$ cat src/rtl/vga_pkg.sv
// Shared VGA constants: active geometry, 12-bit RGB colours and the row bands
// used to colour spectrum bars.
package vga_pkg;

    localparam int H_ACTIVE = 640;
    localparam int V_ACTIVE = 480;

    localparam logic [11:0] COL_RED    = 12'hF00;
    localparam logic [11:0] COL_YELLOW = 12'hFF0;
    localparam logic [11:0] COL_GREEN  = 12'h0F0;
    localparam logic [11:0] COL_BLACK  = 12'h000;

    localparam int ROW_RED_END    = 160;
    localparam int ROW_YELLOW_END = 320;

    // Top rows are the loudest part of a tall bar, so they get the warm colours.
    function automatic logic [11:0] row_colour(input logic [9:0] y);
        if (y < 10'(ROW_RED_END))
            return COL_RED;
        else if (y < 10'(ROW_YELLOW_END))
            return COL_YELLOW;
        return COL_GREEN;
    endfunction

endpackage

$ cat src/rtl/spectrum_bar_renderer_if.sv
// Valid/ready stream carrying one (bar index, magnitude) sample per transfer.
interface spectrum_bar_renderer_if #(
    parameter int MAG_W = 16
);
    logic             bin_valid;
    logic             bin_ready;
    logic [7:0]       bin_index;
    logic [MAG_W-1:0] bin_mag;

    modport master (output bin_valid, output bin_index, output bin_mag, input bin_ready);
    modport slave  (input bin_valid, input bin_index, input bin_mag, output bin_ready);
endinterface

$ cat src/rtl/spectrum_bar_renderer_bank.sv
// Double-buffered bar height store: writes go to the hidden bank, the display
// bank is read combinationally, and swap flips which is which.
module bar_bank #(
    parameter int NUM_BARS = 32,
    parameter int IDX_W    = 5,
    parameter int H_W      = 9
) (
    input  logic             clk,
    input  logic             rst,
    input  logic             wr_en,
    input  logic [IDX_W-1:0] wr_idx,
    input  logic [H_W-1:0]   wr_height,
    input  logic             swap,
    input  logic [IDX_W-1:0] rd_idx,
    output logic [H_W-1:0]   rd_height,
    output logic             disp_sel
);

    logic [H_W-1:0] heights [2][NUM_BARS];

    always_ff @(posedge clk or posedge rst) begin
        if (rst) begin
            disp_sel <= 1'b0;
            for (int b = 0; b < 2; b++)
                for (int i = 0; i < NUM_BARS; i++)
                    heights[b][i] <= '0;
        end else begin
            if (swap)
                disp_sel <= ~disp_sel;
            if (wr_en)
                heights[~disp_sel][wr_idx] <= wr_height;
        end
    end

    assign rd_height = heights[disp_sel][rd_idx];

endmodule

$ cat src/rtl/spectrum_bar_renderer.sv
// Renders a bar-graph spectrum from streamed magnitudes, swapping height banks
// only at end of frame and keeping syncs aligned with the 2-cycle pixel pipe.
module spectrum_bar_renderer #(
    parameter int NUM_BARS  = 32,
    parameter int BAR_W     = 20,
    parameter int GAP       = 2,
    parameter int MAG_W     = 16,
    parameter int MAG_SHIFT = 7,
    parameter int H_ACTIVE  = vga_pkg::H_ACTIVE,
    parameter int V_ACTIVE  = vga_pkg::V_ACTIVE
) (
    input  logic                    pixel_clk,
    input  logic                    reset,
    spectrum_bar_renderer_if.slave  bin,
    input  logic [9:0]              pixel_x,
    input  logic [9:0]              pixel_y,
    input  logic                    video_on,
    input  logic                    h_sync,
    input  logic                    v_sync,
    input  logic                    frame_over,
    output logic [3:0]              vga_r,
    output logic [3:0]              vga_g,
    output logic [3:0]              vga_b,
    output logic                    h_sync_out,
    output logic                    v_sync_out,
    output logic                    display_updated
);
    import vga_pkg::*;

    localparam int H_W   = 9;
    localparam int IDX_W = $clog2(NUM_BARS);
    localparam int COL_W = $clog2(BAR_W);

    function automatic logic [H_W-1:0] sat_height(input logic [MAG_W-1:0] mag);
        logic [MAG_W-1:0] scaled;
        scaled = mag >> MAG_SHIFT;
        if (scaled > MAG_W'(V_ACTIVE))
            return H_W'(V_ACTIVE);
        return scaled[H_W-1:0];
    endfunction

    logic           complete;
    logic           xfer, wr_en, swap;
    logic [H_W-1:0] rd_height;

    assign bin.bin_ready = ~complete;
    assign xfer  = bin.bin_valid && bin.bin_ready;
    assign wr_en = xfer && (bin.bin_index < 8'(NUM_BARS));
    // complete is sampled before this edge, so a last-bin transfer never swaps in the same cycle
    assign swap  = frame_over && complete;

    always_ff @(posedge pixel_clk or posedge reset) begin
        if (reset) begin
            complete        <= 1'b0;
            display_updated <= 1'b0;
        end else begin
            display_updated <= swap;
            if (swap)
                complete <= 1'b0;
            else if (xfer && bin.bin_index == 8'(NUM_BARS-1))
                complete <= 1'b1;
        end
    end

    logic [IDX_W-1:0] bar_idx_p1;
    logic [COL_W-1:0] col_p1;
    logic [9:0]       pixel_y_p1;
    logic             vld_p1, h_sync_p1, v_sync_p1;

    bar_bank #(.NUM_BARS(NUM_BARS), .IDX_W(IDX_W), .H_W(H_W)) u_bank (
        .clk       (pixel_clk),
        .rst       (reset),
        .wr_en     (wr_en),
        .wr_idx    (bin.bin_index[IDX_W-1:0]),
        .wr_height (sat_height(bin.bin_mag)),
        .swap      (swap),
        .rd_idx    (bar_idx_p1),
        .rd_height (rd_height),
        .disp_sel  ()
    );

    // Stage 1: column tracking and alignment of row/valid/syncs
    always_ff @(posedge pixel_clk) begin
        pixel_y_p1 <= pixel_y;
        if (pixel_x == '0) begin
            bar_idx_p1 <= '0;
            col_p1     <= '0;
        end else if (video_on) begin
            if (col_p1 == COL_W'(BAR_W-1)) begin
                bar_idx_p1 <= bar_idx_p1 + IDX_W'(1);
                col_p1     <= '0;
            end else begin
                col_p1 <= col_p1 + COL_W'(1);
            end
        end
    end

    always_ff @(posedge pixel_clk or posedge reset) begin
        if (reset) begin
            vld_p1    <= 1'b0;
            h_sync_p1 <= 1'b1;
            v_sync_p1 <= 1'b1;
        end else begin
            vld_p1    <= video_on && (pixel_x < 10'(H_ACTIVE));
            h_sync_p1 <= h_sync;
            v_sync_p1 <= v_sync;
        end
    end

    logic        lit;
    logic [11:0] rgb_p2;

    assign lit = vld_p1 && (col_p1 < COL_W'(BAR_W-GAP)) &&
                 ({1'b0, pixel_y_p1} + 11'(rd_height) >= 11'(V_ACTIVE));

    // Stage 2: height lookup, colour select, sync output
    always_ff @(posedge pixel_clk or posedge reset) begin
        if (reset) begin
            rgb_p2     <= COL_BLACK;
            h_sync_out <= 1'b1;
            v_sync_out <= 1'b1;
        end else begin
            rgb_p2     <= lit ? row_colour(pixel_y_p1) : COL_BLACK;
            h_sync_out <= h_sync_p1;
            v_sync_out <= v_sync_p1;
        end
    end

    assign vga_r = rgb_p2[11:8];
    assign vga_g = rgb_p2[7:4];
    assign vga_b = rgb_p2[3:0];

endmodule

$ cat src/flat_wrapper.sv
// flat-port wrapper written by rule: the top's interface ports become plain ports
module spectrum_bar_renderer_flat import vga_pkg::*;
#(
    parameter int NUM_BARS  = 32,
    parameter int BAR_W     = 20,
    parameter int GAP       = 2,
    parameter int MAG_W     = 16,
    parameter int MAG_SHIFT = 7,
    parameter int H_ACTIVE  = vga_pkg::H_ACTIVE,
    parameter int V_ACTIVE  = vga_pkg::V_ACTIVE
)
  (pixel_clk, reset, pixel_x, pixel_y, video_on, h_sync, v_sync, frame_over, vga_r, vga_g, vga_b, h_sync_out, v_sync_out, display_updated, bin_bin_valid, bin_bin_index, bin_bin_mag, bin_bin_ready);
  spectrum_bar_renderer_if #(.MAG_W(MAG_W)) bin_i ();
  input  logic pixel_clk;
  input  logic reset;
  input  logic [9:0] pixel_x;
  input  logic [9:0] pixel_y;
  input  logic video_on;
  input  logic h_sync;
  input  logic v_sync;
  input  logic frame_over;
  output logic [3:0] vga_r;
  output logic [3:0] vga_g;
  output logic [3:0] vga_b;
  output logic h_sync_out;
  output logic v_sync_out;
  output logic display_updated;
  input wire logic [$bits(bin_i.bin_valid)-1:0] bin_bin_valid;
  input wire logic [$bits(bin_i.bin_index)-1:0] bin_bin_index;
  input wire logic [$bits(bin_i.bin_mag)-1:0] bin_bin_mag;
  output wire logic [$bits(bin_i.bin_ready)-1:0] bin_bin_ready;
  assign bin_i.bin_valid = bin_bin_valid;
  assign bin_i.bin_index = bin_bin_index;
  assign bin_i.bin_mag = bin_bin_mag;
  assign bin_bin_ready = bin_i.bin_ready;
  spectrum_bar_renderer #(.NUM_BARS(NUM_BARS), .BAR_W(BAR_W), .GAP(GAP), .MAG_W(MAG_W), .MAG_SHIFT(MAG_SHIFT), .H_ACTIVE(H_ACTIVE), .V_ACTIVE(V_ACTIVE)) u_core (.pixel_clk(pixel_clk), .reset(reset), .bin(bin_i), .pixel_x(pixel_x), .pixel_y(pixel_y), .video_on(video_on), .h_sync(h_sync), .v_sync(v_sync), .frame_over(frame_over), .vga_r(vga_r), .vga_g(vga_g), .vga_b(vga_b), .h_sync_out(h_sync_out), .v_sync_out(v_sync_out), .display_updated(display_updated));
endmodule
$ cat config.mk
export PLATFORM = sky130hd
export DESIGN_NAME = spectrum_bar_renderer_flat
export DESIGN_NICKNAME = d
export VERILOG_FILES = /design/src/rtl/vga_pkg.sv /design/src/rtl/spectrum_bar_renderer_if.sv /design/src/rtl/spectrum_bar_renderer_bank.sv /design/src/rtl/spectrum_bar_renderer.sv /design/src/flat_wrapper.sv
export SDC_FILE = /design/constraint.sdc
export NUM_CORES = 1
export LEC_CHECK = 0
export ABC_AREA = 1
export BUFFER_PORTS_ARGS = -buffer_cell sky130_fd_sc_hd__buf_4
export CELL_PAD_IN_SITES_DETAIL_PLACEMENT = 1
export CELL_PAD_IN_SITES_GLOBAL_PLACEMENT = 2
export CORE_MARGIN = 2
export CORE_UTILIZATION = 42
export CTS_BUF_LIST = sky130_fd_sc_hd__clkbuf_8
export CTS_CLUSTER_DIAMETER = 80
export DETAILED_ROUTE_END_ITERATION = 8
export PLACE_DENSITY_LB_ADDON = 0.3
export SLEW_MARGIN = 0
export SYNTH_ARGS = -nofsm -noshare
export SYNTH_HDL_FRONTEND = slang
export SYNTH_HIERARCHICAL = 1
export SYNTH_SLANG_ARGS = --single-unit
$ cat constraint.sdc
create_clock -name pixel_clk -period 60.2 [get_ports pixel_clk]
set_input_delay 9.03 -clock pixel_clk [delete_from_list [all_inputs] [get_ports pixel_clk]]
set_output_delay 9.03 -clock pixel_clk [all_outputs]
set_load 0.005 [all_outputs]
==> results.py, run 1 <==
metrics = {
    "run_status": {
        "run_status": "finished, final reports clean",
    },
    "worst_setup_path": {
        "worst_path_most_repeated_cell": "buf_4",
        "cp_max_fo": 107,
        "crit_arrival_ps": 12230,
        "crit_path_top_delay_cell": "buf_4",
        "critical_path.cell_chain": "buf_4 -> inv_8 -> buf_4 -> buf_4 -> buf_4",
        "crit_type": "in -> async",
        "cp-end-kind": "async pin",
        "cp-start-kind": "input pin",
        "crit_required_ps": 60930,
        "slowest_delay_ps": 850,
    },
    "global_routing": {
        "antenna_found_initial": 2,
        "grt_usage": 0.2658,
        "grt_pass1_vias": 25810,
        "grt-ovfl-total": 0,
        "grt_pass1_wl_mm": 145.8,
        "grt_max_degree": 114,
    },
    "final_layout": {
        "num-fill-cells": 8160,
        "areaGrowthSynthToFinish_pct": 10.12,
        "multiInputGateArea_um2": 11740,
        "num-nets-final": 3552,
        "stdcell_area_um2": 31060,
        "fin_util": 0.4650,
        "drive_above_1_share": 0.09465,
        "stdcell_count": 4445,
        "ff_latch_area_um2": 15080,
    },
    "pwr": {
        "power_mw": 1.135,
        "internal-power_mw": 0.7206,
        "p_leak_nw": 14.17,
        "swShare": 0.3649,
        "combPwrFrac": 0.267,
        "p_sw_mw": 0.4140,
        "ir_worst_vdd_uv": 14.93,
        "pwr-share-clk": 0.346,
        "sequentialPowerShare": 0.387,
        "powerDensity_nw_per_um2": 36.52,
    },
    "clock_tree": {
        "ctsHoldBuffers": 0,
        "cts_tree": "done",
        "cts_buffer_depth": 3,
        "cts_root_buf": "clkbuf_8",
        "post_cts_buffers": 0,
        "cts_resized": 0,
        "cts.clk_slew.worst_paths_ps": 60,
        "cts_buffers": 107,
        "cts_num_sinks": 606,
        "clock_latency_ps": 700,
        "htree_levels": 3,
    },
    "sta": {
        "final-hold-violation-count": 0,
        "drv_slew": 0,
        "worst_hold_slack_ps": 357.8,
        "rsz0062_at_grt": "false",
        "max-slew-margin-rel": 0.2668,
        "worstMarginPinSlew_ps": 1098,
        "period_minus_slack_ps": 11500,
        "fmax_mhz": 86.97,
        "setup_viol": 0,
        "setup_ws_ps": 48700,
        "tns_ps": 0,
        "fin_skew_ps": 28.57,
        "period_share": 0.1910,
    },
    "logic_synthesis": {
        "synth_top_area_cell": "dfrtp_1",
        "synthArstFlopShare": 0.9670,
        "syn-instance-count": 3547,
        "synth_seq_cells": 606,
        "postSynthAreaPerCell_um2": 7.953,
        "yosysWarnings": 6,
        "yosysSeqAreaShare": 0.5342,
        "ys_types": 41,
        "yosysTopAreaCellShare": 0.5163,
        "synthTopCellsByCount": "nand2_1 (1382), dfrtp_1 (582), o21ai_0 (551)",
        "synth-main-ff-cell": "dfrtp_1",
        "netlist_top_cells_area": "dfrtp_1 (52%), nand2_1 (18%), o21ai_0 (9.8%)",
        "synth_edf_count": 0,
        "synth_area_um2": 28210,
        "yosysMostFrequentCell": "nand2_1",
    },
    "routing": {
        "first_pass_iters": 5,
        "ant_nets": 0,
        "route.detailed.wl_per_inst_um": 20.49,
        "drtIter0Drc": 1776,
        "via_per_inst": 5.517,
        "drc": 0,
        "vias": 24520,
        "wl_mm": 91.06,
    },
    "die": {
        "dieArea_um2": 69260,
        "ios": 67,
        "die_h_um": 263.2,
        "core_um2": 66800,
        "start_util": 0.4223,
        "dieWidth_um": 263.2,
        "rows": 95,
    },
    "placed_design": {
        "pre_cts_ws_ps": 47690,
        "gp_congestion": 0.8757,
        "placed_area_um2": 28830,
        "dp_hpwl_mm": 53.87,
        "placed_cells": 4253,
        "place.port_buffers": 55,
    },
    "flow_run": {
        "maxCapViolCount": 0,
    },
    "hold_path": {
        "worstHoldPathType": "reg -> reg",
    },
}
[routing by layer]
| layer | vias up | track usage | wire, um |
|---|---|---|---|
| met1 | 12400 | 0.3768 | 43330 |
| li1 | 11490 | - | - |
| met3 | 140 | 0.03835 | 3629 |
| met4 | 2 | 0.08865 | 2734 |
| met2 | 488 | 0.4197 | 41360 |
| met5 | - | 0 | 12 |
[power groups by stage]
stage	clock [mW]	sequential (mW)	combinational, mW
2_1_floorplan	0	0.436	0.196
3_3_place_gp	0	0.445	0.295
3_5_place_dp	0	0.446	0.301
4_1_cts	0.403	0.439	0.302
5_1_grt	0.421	0.441	0.331
6_report	0.393	0.439	0.303
[placed cells by master, fill, tap and decap left out, drive strengths merged, types with 2 or more instances in the layout]
cell type / netlist / routed
a21oi: 9 / 9
a31oi: 2 / 2
buf: 103 / 90
bufinv: 0 / 2
clkbuf: 157 / 143
clkinv: 12 / 9
clkinvlp: 0 / 3
conb: 1 / 4
dfrtp: 582 / 582
dfstp: 4 / 4
dfxtp: 20 / 20
ha: 11 / 11
inv: 49 / 95
nand2: 1407 / 1407
nand3: 529 / 529
nand4: 2 / 2
nor2: 52 / 52
nor3: 8 / 8
nor3b: 2 / 2
nor4: 2 / 2
o21ai: 584 / 584
xor2: 2 / 2
[kinds of logic after synthesis]
| family | count (synthesis) | share of synthesized area |
|---|---|---|
| other | 1 | 0.0001329 |
| AOI/OAI and AO/OA | 599 | 0.1067 |
| and+or+nand+nor | 2006 | 0.3024 |
| buffers and inverters | 321 | 0.05038 |
| xor gates and xnor gates | 2 | 0.0006210 |
| DFF | 606 | 0.5342 |
| adders and majority gates | 12 | 0.005588 |
[sequential cells by signal, indices dropped and copies added, names as in the netlist]
signal                  count
u_core/bar_idx_p1           5
u_core/vld_p1               1
u_core/col_p1               5
u_core/v_sync_out           1
u_core/h_sync_out           1
u_core/h_sync_p1            1
u_core/pixel_y_p1          10
u_core/u_bank/disp_sel      1
u_core/u_bank/heights     576
u_core/complete             1
u_core/v_sync_p1            1
u_core/display_updated      1
u_core/rgb_p2               2
[worst paths after layout]
kind / from / endpoint / slack, ps / cells after the start
max: reset / u_core/u_bank/heights[336] / 48700 / 5
min reg2reg: u_core/v_sync_p1 / u_core/v_sync_out / 360 / 0
min in group asynchronous: reset / u_core/complete / 8360 / 2
min: u_core/v_sync_p1 / u_core/v_sync_out / 360 / 0
max reg2reg: u_core/u_bank/disp_sel / u_core/rgb_p2[7] / 54720 / 23
max in group pixel_clk: bin_bin_index[6] / u_core/u_bank/heights[508] / 49210 / 7
[worst max-delay path, delay by kind of cell]
kind / cells / cell delay (ps)
buffers and inverters: 5 / 3050
[final cells by class]
type | count | area share
diodes | 1 | 0.00008055
clock buffers | 143 | 0.06336
clock inverters | 48 | 0.008498
inverters | 61 | 0.007975
multi-input cells | 2623 | 0.3778
flip-flops and latches | 606 | 0.4854
well taps | 873 | 0.03516
repair buffers | 90 | 0.02175
No activity file was read; power rests on OpenSTA's default activity.
==> run 2, diff against run 1 <==
ABC_AREA = 0   (was 1)
CORE_UTILIZATION = 48   (was 42)
clock period = 10.79 ns   (was 60.2 ns; I/O delays follow)
==> run 2 against run 1 <==
Compared with the run above:
- synthesized cell count shrank 49%
- combinational power grew to 2.6 times the previous value
- sequential share of layout area grew 0.39 points
- via count shrank 34%
- critical path depth grew 6
- die area shrank 13%
- utilization grew 6.9 points
- global-route usage shrank 2.7 points
- hold slack lost 1.9 ps
- design area shrank 0.78%
- total power grew to 4.6 times the previous value
- sequential power grew to 5.6 times the previous value
==> results.py, run 2 <==
metrics = {
    "logic_synthesis": {
        "synth_edf_count": 0,
        "synthXorXnorAreaFrac": 0.003439,
        "synth_top_family_by_area": "multiplexers",
        "synthArstFlopShare": 0.9670,
        "yosysSeqAreaShare": 0.5380,
        "syn-instance-count": 1823,
        "ys_types": 71,
        "synth_compound_area_frac": 0.02917,
        "synthSimpleGateAreaFrac": 0.03538,
        "synthAdderAreaFrac": 0.005628,
        "yosys-mux-area-fraction": 0.3600,
        "netlist_top_cells_area": "dfrtp_1 (52%), mux2_2 (22%), mux4_2 (10%)",
        "yosysTopAreaCellShare": 0.5199,
        "yosysMostFrequentCell": "dfrtp_1",
        "synth_area_um2": 28010,
        "synth-main-ff-cell": "dfrtp_1",
        "synth_seq_cells": 606,
        "synth_top_area_cell": "dfrtp_1",
        "postSynthAreaPerCell_um2": 15.37,
        "yosysWarnings": 6,
        "synthTopCellsByCount": "dfrtp_1 (582), mux2_2 (559), mux4_2 (125)",
    },
    "placed_design": {
        "gp_congestion": 0.7721,
        "pre_cts_ws_ps": 5427,
        "place.port_buffers": 55,
        "dp_hpwl_mm": 42.78,
    },
    "final_layout": {
        "areaGrowthSynthToFinish_pct": 10.04,
        "drive_above_1_share": 0.4974,
        "final_cell_mix": "dfrtp_1 (581), mux2_2 (559), mux4_2 (125)",
        "top_register": "u_core/u_bank/heights",
        "top_regs": "u_core/u_bank/heights: 576 flops, u_core/pixel_y_p1: 10 flops",
        "largest_register_ffs": 576,
        "layout.cells.most_common": "dfrtp_1",
        "fin_util": 0.5342,
        "num-fill-cells": 5472,
        "num-nets-final": 1925,
    },
    "routing": {
        "first_pass_iters": 5,
        "route.detailed.wl_per_inst_um": 26.00,
        "wl_mm": 70.31,
        "via_per_inst": 5.941,
        "vias": 16060,
        "drtIter0Drc": 797,
        "drc": 0,
        "ant_nets": 0,
    },
    "pwr": {
        "sequentialPowerShare": 0.471,
        "pwr-share-clk": 0.380,
        "ir_worst_vdd_uv": 116.5,
        "swShare": 0.2866,
        "p_leak_nw": 14.92,
        "powerDensity_nw_per_um2": 170.5,
        "combPwrFrac": 0.149,
        "power_mw": 5.255,
        "p_sw_mw": 1.506,
        "internal-power_mw": 3.749,
    },
    "clock_tree": {
        "clock_latency_ps": 710,
        "cts_buffer_depth": 3,
        "cts_root_buf": "clkbuf_8",
        "cts_buffers": 103,
        "ctsHoldBuffers": 0,
        "cts_resized": 0,
        "htree_levels": 3,
        "post_cts_buffers": 0,
        "cts_tree": "done",
        "cts_num_sinks": 606,
        "cts.clk_slew.worst_paths_ps": 60,
    },
    "sta": {
        "fin_skew_ps": 38.57,
        "period_share": 0.4663,
        "setup_ws_ps": 5758,
        "period_minus_slack_ps": 5032,
        "rsz0062_at_grt": "false",
        "tns_ps": 0,
        "worstMarginPinSlew_ps": 1245,
        "max-slew-margin-rel": 0.1703,
        "fmax_mhz": 198.7,
        "worst_hold_slack_ps": 355.9,
        "final-hold-violation-count": 0,
        "drv_slew": 0,
        "setup_viol": 0,
    },
    "die": {
        "core_um2": 57700,
        "rows": 88,
        "start_util": 0.4855,
        "dieArea_um2": 60310,
        "ios": 67,
        "dieWidth_um": 245.6,
        "die_h_um": 245.6,
    },
    "worst_setup_path": {
        "crit_arrival_ps": 5610,
        "cp-end-kind": "flop",
        "cp_max_fo": 38,
        "crit_required_ps": 11360,
        "crit_type": "reg -> reg",
        "cp-start-kind": "flop",
        "r2r_setup_slack_ps": 5760,
        "r2r-start": "u_core/u_bank/disp_sel",
        "rr_worst_depth": 11,
        "r2r-end": "u_core/rgb_p2[10]",
    },
    "hold_path": {
        "min_from": "u_core/h_sync_p1",
        "min_path_cells": 0,
        "worstHoldPathType": "reg -> reg",
        "hold_end": "u_core/h_sync_out",
    },
    "global_routing": {
        "grt_usage": 0.2392,
        "grt_pass1_wl_mm": 108.5,
        "antenna_found_initial": 3,
        "grt_pass1_vias": 17640,
        "grt_max_degree": 197,
        "grt-ovfl-total": 0,
    },
    "flow_run": {
        "maxCapViolCount": 0,
    },
    "run_status": {
        "run_status": "finished, final reports clean",
    },
}
==> run 2: changes by cell type in the layout (fill, tap and decap cells not counted), moves of 18 or more <==
cell,change
nand2_1,-1341
mux2_2,+559
o21ai_0,-539
nand3_1,-499
mux4_2,+125
mux2i_1,+52
o21ai_1,-32
inv_1,-30
nand3_2,-28
o22ai_1,+24
nor2_1,-22
clkbuf_8,-21
buf_4,-18
==> run 2: through the flow <==
stage                     std cells  area (um^2)
after global routing           2704        30820
after global placement         2522        28830
after CTS                      2703        30820
final                          2704        30820
after detailed placement       2522        28830
after floorplan                1826        28030
==> run 2: worst max-delay path by stage <==
| stage | startpoint | to | slack [ps] | cells past startpoint |
|---|---|---|---|---|
| after floorplan | reset | u_core/u_bank/disp_sel | 1310 | 1 |
| after global placement | bin_bin_index[6] | u_core/u_bank/heights[465] | 5520 | 7 |
| after detailed placement | bin_bin_index[6] | u_core/u_bank/heights[466] | 5430 | 7 |
| after CTS | u_core/u_bank/disp_sel | u_core/rgb_p2[10] | 5750 | 11 |
| after global routing | u_core/u_bank/disp_sel | u_core/rgb_p2[10] | 5510 | 12 |
| final | u_core/u_bank/disp_sel | u_core/rgb_p2[10] | 5760 | 11 |
==> run 2: critical path, cell delays in order, from the launching register on <==
cell	delay [ps]
dfrtp_4	940
buf_4	640
mux4_2	570
a311oi_1	510
a21boi_0	310
a22o_1	310
ha_1	390
a21o_2	270
xnor2_1	180
and4bb_2	270
a221oi_2	350
a2111oi_2	130
==> run 2: layout make-up <==
type | count | area [um^2] | share of cell area
timing repair buffer | 75 | 600.6 | 0.01948
tap | 765 | 957.2 | 0.03105
sequential | 606 | 15080 | 0.4893
clock inverter | 59 | 312.8 | 0.01015
multi-input combinational | 1071 | 12170 | 0.3948
clock buffer | 122 | 1679 | 0.05448
antenna | 1 | 2.502 | 0.00008119
inverter | 5 | 22.52 | 0.0007307
==> run 2: kinds of logic after synthesis <==
| family | Yosys count |
|---|---|
| AO/OA/AOI/OAI | 116 |
| XOR/XNOR | 11 |
| adder cells (fa/ha/maj) | 12 |
| buffers and inverters | 149 |
| flip-flops | 606 |
| multiplexers | 763 |
| other | 1 |
| AND/OR/NAND/NOR | 165 |
==> run 2: layer usage <==
metal | wire [um] | GRT usage
met1 | 31080 | 0.3241
met2 | 34090 | 0.3857
met3 | 2869 | 0.04769
met4 | 2250 | 0.08378
met5 | 13 | 0
==> run 2: power groups by stage <==
stage	Combinational, mW	Sequential, mW	Clock [mW]
after floorplan	0.679	2.43	0
after global placement	0.777	2.51	0
after detailed placement	0.793	2.52	0
after CTS	0.795	2.48	2.06
after global routing	0.842	2.49	2.16
final	0.782	2.47	2.00
